===== config.mk =====
export PLATFORM = sky130hd
export DESIGN_NAME = api_seq_multi_flat
export DESIGN_NICKNAME = d
export VERILOG_FILES = /design/src/rtl/api_seq_multi_if.sv /design/src/rtl/api_seq_multi.sv /design/src/flat_wrapper.sv
export SDC_FILE = /design/constraint.sdc
export NUM_CORES = 1
export LEC_CHECK = 0
export CORE_MARGIN = 4
export CORE_UTILIZATION = 52
export DETAILED_ROUTE_END_ITERATION = 7
export HOLD_SLACK_MARGIN = 0.03
export PLACE_DENSITY = 0.83
export SKIP_CTS_REPAIR_TIMING = 1
export SLEW_MARGIN = 20
export SYNTH_ARGS = -nofsm -noshare
export SYNTH_HDL_FRONTEND = slang
export SYNTH_SLANG_ARGS = --single-unit

===== constraint.sdc =====
create_clock -name clk -period 5 [get_ports clk]
set_input_delay 1 -clock clk [delete_from_list [all_inputs] [get_ports clk]]
set_output_delay 1 -clock clk [all_outputs]
set_load 0.005 [all_outputs]

===== src/rtl/api_seq_multi_if.sv =====
// Sequencer <-> tx/rx FIFO and SPI phy bundle.
// master: sequencer side, slave: FIFO/phy side.
interface api_seq_multi_if #(
  parameter int CNT_W = 10
);
  logic             tx_fifo_empty;
  logic             tx_fifo_rd_en;
  logic [31:0]      tx_fifo_dout;
  logic             rx_fifo_wr_en;
  logic [31:0]      rx_fifo_din;
  logic [CNT_W-1:0] rx_fifo_count;
  logic             mosi_vld;
  logic [31:0]      mosi_dat;
  logic             miso_vld;
  logic [31:0]      miso_dat;

  modport master (
    input  tx_fifo_empty,
    input  tx_fifo_dout,
    input  rx_fifo_count,
    input  miso_vld,
    input  miso_dat,
    output tx_fifo_rd_en,
    output rx_fifo_wr_en,
    output rx_fifo_din,
    output mosi_vld,
    output mosi_dat
  );

  modport slave (
    output tx_fifo_empty,
    output tx_fifo_dout,
    output rx_fifo_count,
    output miso_vld,
    output miso_dat,
    input  tx_fifo_rd_en,
    input  rx_fifo_wr_en,
    input  rx_fifo_din,
    input  mosi_vld,
    input  mosi_dat
  );
endinterface


===== src/rtl/api_seq_multi.sv =====
// API channel sequencer: streams tx words per channel through the phy,
// keeps the first RX_BLOCK reply words per chip, tagged with the channel.
// Ports: clk, rst_n, soft_rst, ch_en, chip_num, timeout, state,
//   timer_busy, bus (FIFOs + phy), load, ch_id, nonce_pulse.
module api_seq_multi #(
  parameter int NUM_CH     = 10,
  parameter int CH_W       = 4,
  parameter int WORK_WORDS = 23,
  parameter int RX_BLOCK   = 11,
  parameter int FIFO_DEPTH = 512,
  parameter int CNT_W      = 10,
  parameter int NOP_CYC    = 63
) (
  input  logic              clk,
  input  logic              rst_n,
  input  logic              soft_rst,
  input  logic [NUM_CH-1:0] ch_en,
  input  logic [3:0]        chip_num,
  input  logic [27:0]       timeout,
  output logic [1:0]        state,
  output logic              timer_busy,
  api_seq_multi_if.master   bus,
  output logic [NUM_CH-1:0] load,
  output logic [CH_W-1:0]   ch_id,
  output logic              nonce_pulse
);

  localparam int IW_W  = $clog2(WORK_WORDS + 1);
  localparam int NOP_W = $clog2(NOP_CYC + 1);
  localparam int IDX_W = $clog2(NUM_CH);

  localparam logic [IW_W-1:0] IW_LAST = IW_W'(WORK_WORDS - 1);
  localparam logic [IW_W-1:0] RX_LIM  = IW_W'(RX_BLOCK);
  localparam logic [IW_W-1:0] RX_TAG  = IW_W'(RX_BLOCK - 1);
  localparam logic [IW_W-1:0] RX_NON  = IW_W'(RX_BLOCK - 2);
  localparam logic [NOP_W-1:0] NOP_LAST = NOP_W'(NOP_CYC - 1);

  typedef enum logic [1:0] {
    S_IDLE = 2'd0,
    S_WORK = 2'd1,
    S_NOP  = 2'd2
  } st_t;

  st_t              st_q, st_d;
  logic [27:0]      timer_q;
  logic [9:0]       total_q;
  logic [9:0]       wcnt_q;
  logic [9:0]       wcnt_inc;
  logic [IW_W-1:0]  iw_q;
  logic [NOP_W-1:0] nop_q;
  logic             mosi_q;
  logic [CH_W-1:0]  ch_id_q;
  logic [CH_W-1:0]  nxt_ch;
  logic [CNT_W-1:0] cnt_w;
  logic             room_ok;
  logic             go;
  logic             start;
  logic             miso_hit;
  logic             cur_en;

  assign cnt_w      = bus.rx_fifo_count;
  assign timer_busy = (timer_q != 28'd0);
  assign cur_en     = ch_en[IDX_W'(ch_id_q)];

  // Room check in 32 bits so an over-range count cannot wrap.
  assign room_ok = (32'(cnt_w) + 32'(RX_BLOCK) * 32'(chip_num))
                   <= 32'(FIFO_DEPTH);

  assign go = !timer_busy && !bus.tx_fifo_empty && room_ok;

  assign miso_hit = bus.miso_vld && (st_q == S_WORK);
  assign wcnt_inc = wcnt_q + 10'd1;

  always_comb begin
    st_d  = st_q;
    start = 1'b0;
    unique case (st_q)
      S_IDLE: begin
        if (chip_num != 4'd0) begin
          if (!cur_en) begin
            st_d = S_NOP;
          end else if (go) begin
            st_d  = S_WORK;
            start = 1'b1;
          end
        end
      end
      S_WORK: begin
        if (wcnt_q == total_q) st_d = S_NOP;
      end
      S_NOP: begin
        if (nop_q == NOP_LAST) st_d = S_IDLE;
      end
      default: st_d = S_IDLE;
    endcase
  end

  // Next enabled channel after ch_id, wrapping; the smallest
  // offset wins because it is assigned last. Holds if none.
  always_comb begin
    nxt_ch = ch_id_q;
    for (int k = NUM_CH; k >= 1; k--) begin
      int idx;
      idx = int'(ch_id_q) + k;
      if (idx >= NUM_CH) idx = idx - NUM_CH;
      if (ch_en[IDX_W'(idx)]) nxt_ch = CH_W'(idx);
    end
  end

  always_ff @(posedge clk or negedge rst_n) begin
    if (!rst_n) begin
      st_q    <= S_IDLE;
      timer_q <= '0;
      total_q <= '0;
      wcnt_q  <= '0;
      iw_q    <= '0;
      nop_q   <= '0;
      mosi_q  <= 1'b0;
      ch_id_q <= '0;
    end else if (soft_rst) begin
      st_q    <= S_IDLE;
      timer_q <= '0;
      total_q <= '0;
      wcnt_q  <= '0;
      iw_q    <= '0;
      nop_q   <= '0;
      mosi_q  <= 1'b0;
      ch_id_q <= '0;
    end else begin
      st_q <= st_d;

      // The start cycle is the first counted one, so the next
      // start lands exactly 'timeout' cycles after this one.
      if (start) begin
        timer_q <= (timeout == 28'd0) ? 28'd0 : timeout - 28'd1;
      end else if (timer_q != 28'd0) begin
        timer_q <= timer_q - 28'd1;
      end

      if (start) begin
        total_q <= 10'(chip_num * WORK_WORDS);
        wcnt_q  <= '0;
        iw_q    <= '0;
      end else if (miso_hit) begin
        wcnt_q <= wcnt_inc;
        iw_q   <= (iw_q == IW_LAST) ? '0 : iw_q + 1'b1;
      end

      // One word outstanding: next request follows each reply.
      mosi_q <= start || (miso_hit && (wcnt_inc < total_q));

      if (st_q == S_NOP) nop_q <= nop_q + 1'b1;
      else               nop_q <= '0;

      if ((st_q == S_NOP) && (st_d == S_IDLE)) ch_id_q <= nxt_ch;
    end
  end

  assign state = st_q;
  assign ch_id = ch_id_q;
  assign load  = ~(NUM_CH'(1) << ch_id_q);

  assign bus.mosi_vld      = mosi_q;
  assign bus.mosi_dat      = bus.tx_fifo_dout;
  assign bus.tx_fifo_rd_en = mosi_q;

  assign bus.rx_fifo_wr_en = miso_hit && (iw_q < RX_LIM);

  // Last kept word of each chip carries the channel tag.
  assign bus.rx_fifo_din =
    (iw_q == RX_TAG) ?
      {bus.miso_dat[31:16], 8'h12, 8'(ch_id_q)} :
      bus.miso_dat;

  assign nonce_pulse = bus.rx_fifo_wr_en && (iw_q == RX_NON) &&
                       (bus.miso_dat == 32'hbeafbeaf);

endmodule

===== src/flat_wrapper.sv =====
// flat-port wrapper written by rule: the top's interface ports become plain ports
module api_seq_multi_flat 
#(
  parameter int NUM_CH     = 10,
  parameter int CH_W       = 4,
  parameter int WORK_WORDS = 23,
  parameter int RX_BLOCK   = 11,
  parameter int FIFO_DEPTH = 512,
  parameter int CNT_W      = 10,
  parameter int NOP_CYC    = 63
)
  (clk, rst_n, soft_rst, ch_en, chip_num, timeout, state, timer_busy, load, ch_id, nonce_pulse, bus_tx_fifo_empty, bus_tx_fifo_dout, bus_rx_fifo_count, bus_miso_vld, bus_miso_dat, bus_tx_fifo_rd_en, bus_rx_fifo_wr_en, bus_rx_fifo_din, bus_mosi_vld, bus_mosi_dat);
  api_seq_multi_if #(.CNT_W(CNT_W)) bus_i ();
  input  logic clk;
  input  logic rst_n;
  input  logic soft_rst;
  input  logic [NUM_CH-1:0] ch_en;
  input  logic [3:0] chip_num;
  input  logic [27:0] timeout;
  output logic [1:0] state;
  output logic timer_busy;
  output logic [NUM_CH-1:0] load;
  output logic [CH_W-1:0] ch_id;
  output logic nonce_pulse;
  input wire logic [$bits(bus_i.tx_fifo_empty)-1:0] bus_tx_fifo_empty;
  input wire logic [$bits(bus_i.tx_fifo_dout)-1:0] bus_tx_fifo_dout;
  input wire logic [$bits(bus_i.rx_fifo_count)-1:0] bus_rx_fifo_count;
  input wire logic [$bits(bus_i.miso_vld)-1:0] bus_miso_vld;
  input wire logic [$bits(bus_i.miso_dat)-1:0] bus_miso_dat;
  output wire logic [$bits(bus_i.tx_fifo_rd_en)-1:0] bus_tx_fifo_rd_en;
  output wire logic [$bits(bus_i.rx_fifo_wr_en)-1:0] bus_rx_fifo_wr_en;
  output wire logic [$bits(bus_i.rx_fifo_din)-1:0] bus_rx_fifo_din;
  output wire logic [$bits(bus_i.mosi_vld)-1:0] bus_mosi_vld;
  output wire logic [$bits(bus_i.mosi_dat)-1:0] bus_mosi_dat;
  assign bus_i.tx_fifo_empty = bus_tx_fifo_empty;
  assign bus_i.tx_fifo_dout = bus_tx_fifo_dout;
  assign bus_i.rx_fifo_count = bus_rx_fifo_count;
  assign bus_i.miso_vld = bus_miso_vld;
  assign bus_i.miso_dat = bus_miso_dat;
  assign bus_tx_fifo_rd_en = bus_i.tx_fifo_rd_en;
  assign bus_rx_fifo_wr_en = bus_i.rx_fifo_wr_en;
  assign bus_rx_fifo_din = bus_i.rx_fifo_din;
  assign bus_mosi_vld = bus_i.mosi_vld;
  assign bus_mosi_dat = bus_i.mosi_dat;
  api_seq_multi #(.NUM_CH(NUM_CH), .CH_W(CH_W), .WORK_WORDS(WORK_WORDS), .RX_BLOCK(RX_BLOCK), .FIFO_DEPTH(FIFO_DEPTH), .CNT_W(CNT_W), .NOP_CYC(NOP_CYC)) u_core (.clk(clk), .rst_n(rst_n), .soft_rst(soft_rst), .ch_en(ch_en), .chip_num(chip_num), .timeout(timeout), .state(state), .timer_busy(timer_busy), .bus(bus_i), .load(load), .ch_id(ch_id), .nonce_pulse(nonce_pulse));
endmodule

==> flow_summary.json <==
{
  "outcome": "finished clean",
  "fmax_mhz": 205.3,
  "layer_with_the_highest_usage_after_global_routing": "met2",
  "place.gp.congestion": 0.9759,
  "timing.critical_path.slowest_stage_cell": "sky130_fd_sc_hd__fa_1",
  "top_library_cells_by_usage_in_the_layout_fill_and_taps_aside": "sky130_fd_sc_hd__clkdlybuf4s50_1, sky130_fd_sc_hd__nand2_1, sky130_fd_sc_hd__nor2_1",
  "tritoncts.num_buffers": 9,
  "io_pins": 206,
  "antenna_left": 0,
  "ys.warnings.count": 0,
  "ys_seq_elements": 65,
  "hpwlAfterDp_mm": 18.59,
  "initial_core_util_pct": 53.73,
  "syn-num-nets": 1270,
  "tightest_slew_ns": 0.7541,
  "cts.sinks": 65,
  "seqCellArea_sq_mm": 0.001628,
  "multi_input_gate_area_in_the_final_layout_sq_mm": 0.006322,
  "timing.critical_path.required_ns": 5.25,
  "row_count": 46,
  "total_routed_length_mm": 24.30,
  "hold_violations": 0,
  "design.core.area_sq_mm": 0.01612,
  "critical_path.cell_chain": "clkdlybuf4s50_1 -> inv_1 -> ha_1 -> inv_1 -> fa_1 -> inv_1 -> ha_4 -> ha_4 -> nor2b_1 -> o21a_1 -> o21a_1 -> o211ai_1 -> a31oi_1 -> o211ai_1 -> a21oi_2 -> o31ai_4 -> or3_4 -> buf_12 -> o21ai_0",
  "port_buffers": 141,
  "ctsLongestPathBuffers": 2,
  "max_cap_violations": 0,
  "crit_path_end_kind": "flip-flop",
  "grt_start_max_net_pins": 40,
  "grt_pass1_wl_mm": 38.56,
  "postSynthAreaPerCell_sq_um": 8.093,
  "num_antenna_cells": 0,
  "worst_ep_arrival_ns": 5.12,
  "track_usage_pct": 25.13,
  "htree_levels": 3,
  "antenna_found_initial": 0,
  "worstPathMaxFanout": 25,
  "synth_enable_flop_cells": 0,
  "dieArea_sq_mm": 0.01878,
  "setup_viol_count_final": 0,
  "fin_crit_ns": 4.871,
  "area_growth_syn_to_layout_pct": 20.63,
  "peakVddDrop_uv": 264.1,
  "power_per_cell_area_mw_per_mm2": 497.0,
  "cts_root_buf": "sky130_fd_sc_hd__clkbuf_16",
  "most_common_cell_after_layout_fill_and_taps_aside": "sky130_fd_sc_hd__clkdlybuf4s50_1",
  "hold_path_class": "reg -> reg",
  "tritoncts": "yes",
  "final.hold.worst_slack_ns": 0.4852,
  "detailedRoute.firstPassIterationCount": 6,
  "critical-path-max-stage-delay_ns": 0.51,
  "power.total_mw": 5.192,
  "die_w_um": 137.0,
  "grt_pass1_vias": 7874,
  "final_layout_size_suffix_gt1_share_pct": 10.70,
  "worst_clock_skew_ns": 0.009527,
  "drt_drc_violations_left": 0,
  "filler_cell_count": 1349,
  "clk_pin_slew_ns": 0.06,
  "synth-main-ff-cell": "sky130_fd_sc_hd__dfrtp_1",
  "library_cells_used_by_synthesis": 100,
  "finalCritPeriodShare_pct": 97.42,
  "share_of_flip_flops_with_an_asynchronous_set_or_reset_after_synthesis_pct": 100.0,
  "setup.reg_to_reg.worst_slack_ns": 0.73,
  "slew_violations": 0,
  "detailedRoute.firstIterationViolations": 819,
  "worstSkewPairLatency_ns": 0.33,
  "remaining_global_route_overflow": 0,
  "groute.layer.met2.usage_pct": 41.69,
  "vert_die_dim_um": 137.0,
  "yosysTopAreaCell": "sky130_fd_sc_hd__dfrtp_1",
  "combined_area_of_all_synthesized_cells_sq_mm": 0.008660,
  "drt-wirelength-per-cell_um": 17.56,
  "num_vias": 8230,
  "gr-usage-met3_pct": 4.301,
  "avgViaCountPerCell": 5.947,
  "synthesis.instances": 1070,
  "use_met1_pct": 34.56,
  "static_power_due_to_leakage_nw": 4.419,
  "synth_top_area_share_pct": 18.78,
  "synth.area.top_cells": "sky130_fd_sc_hd__dfrtp_1, sky130_fd_sc_hd__ha_1, sky130_fd_sc_hd__xnor2_1",
  "critical-path-top-cell-by-count": "sky130_fd_sc_hd__inv_1",
  "slew-limit-headroom_pct": 49.73,
  "ys_seq_area_share_pct": 18.78,
  "critPathLaunchType": "primary input",
  "setup.worst_path.class": "in -> reg",
  "final_net_count": 1363
}
==> sequential cells by signal (all words and copies together), names as in the netlist <==
register             flops
u_core.iw_q              5
u_core.ch_id             4
u_core.state             2
u_core.nop_q             6
u_core.total_q           9
u_core.timer_q          28
u_core.wcnt_q           10
u_core.bus.mosi_vld      1
==> cell usage after synthesis (4+ instances only) <==
library cell / number
sky130_fd_sc_hd__a211oi_1: 11
sky130_fd_sc_hd__a21boi_0: 8
sky130_fd_sc_hd__a21o_1: 11
sky130_fd_sc_hd__a21oi_1: 42
sky130_fd_sc_hd__a21oi_2: 4
sky130_fd_sc_hd__a31oi_1: 11
sky130_fd_sc_hd__and2_1: 8
sky130_fd_sc_hd__and3_1: 8
sky130_fd_sc_hd__buf_2: 11
sky130_fd_sc_hd__buf_4: 51
sky130_fd_sc_hd__clkbuf_1: 21
sky130_fd_sc_hd__dfrtp_1: 65
sky130_fd_sc_hd__fa_1: 10
sky130_fd_sc_hd__ha_1: 69
sky130_fd_sc_hd__inv_1: 53
sky130_fd_sc_hd__mux2_2: 11
sky130_fd_sc_hd__mux2_4: 4
sky130_fd_sc_hd__mux2i_1: 25
sky130_fd_sc_hd__mux4_2: 6
sky130_fd_sc_hd__nand2_1: 111
sky130_fd_sc_hd__nand2b_1: 10
sky130_fd_sc_hd__nand3_1: 26
sky130_fd_sc_hd__nand3b_1: 6
sky130_fd_sc_hd__nand4_1: 10
sky130_fd_sc_hd__nand4b_1: 4
sky130_fd_sc_hd__nor2_1: 90
sky130_fd_sc_hd__nor2b_1: 25
sky130_fd_sc_hd__nor3_1: 36
sky130_fd_sc_hd__nor3_2: 4
sky130_fd_sc_hd__nor4_1: 17
sky130_fd_sc_hd__o211ai_1: 8
sky130_fd_sc_hd__o21a_1: 11
sky130_fd_sc_hd__o21ai_0: 56
sky130_fd_sc_hd__o21ai_1: 7
sky130_fd_sc_hd__o221ai_1: 4
sky130_fd_sc_hd__or2_2: 8
sky130_fd_sc_hd__or3_1: 11
sky130_fd_sc_hd__or4_1: 5
sky130_fd_sc_hd__xnor2_1: 61
sky130_fd_sc_hd__xor2_1: 41
==> critical path: cells and delay by family <==
kind / cells / cell delay (ns)
and+or+nand+nor: 2 / 0.54
AOI/OAI and AO/OA: 8 / 1.46
adders and majority gates: 4 / 1.29
buffers and inverters: 5 / 0.83
==> worst paths after layout <==
kind,from,endpoint,cells after the start
setup reg to reg,u_core.ch_id[2],u_core.ch_id[0],13
setup / recovery,chip_num[3],u_core.timer_q[12],19
hold / removal,u_core.nop_q[0],u_core.nop_q[0],1
min in group asynchronous,rst_n,u_core.timer_q[10],1
max in group asynchronous,rst_n,u_core.ch_id[0],2
hold reg to reg,u_core.nop_q[0],u_core.nop_q[0],1
==> metal layers <==
metal  vias up  wire [um]
met5         -          0
met4         0        338
met3        32       2086
met2       342      11320
met1      3921      10550
li1       3935          -
==> area by class of cell <==
cell class / instances / share of cell area [%]
clock inverters: 7 / 1.198
multi-input cells: 861 / 60.52
clock buffers: 9 / 2.156
well taps: 216 / 2.587
inverters: 55 / 1.976
flip-flops and latches: 65 / 15.58
repair buffers: 171 / 15.98
==> where the power goes <==
part           internal, mW  total [mW]  switching, mW
clock network         0.492       0.742          0.250
logic                  1.57        3.72           2.15
registers             0.614       0.732          0.118
==> metrics by stage <==
| stage | instances | cell area (sq um) | TNS (ns) | utilization (%) | setup WS, ns |
|---|---|---|---|---|---|
| 6_report | 1384 | 10450 | 0 | 64.82 | 0.1292 |
| 5_1_grt | 1384 | 10450 | -1.011 | 64.82 | -0.06463 |
| 4_1_cts | 1381 | 10360 | -0.1714 | 64.29 | -0.06236 |
| 3_5_place_dp | 1365 | 10010 | -14.31 | 62.12 | -0.3722 |
| 3_3_place_gp | 1365 | 10010 | -2.751 | 62.12 | -0.1003 |
| 2_1_floorplan | 1070 | 8660 | 0 | - | 0.2326 |
==> cells by family (layout without fill, tap and decap cells) <==
family	count (synthesis)	after routing	share of synthesized area [%]
XOR/XNOR	102	102	10.32
multiplexers	48	48	6.993
AO/OA/AOI/OAI	229	229	18.75
AND/OR/NAND/NOR	403	403	23.87
flip-flops	65	65	18.78
buffers and inverters	144	242	9.002
adder cells (fa/ha/maj)	79	79	12.28
(Power assumes the default switching activity.)
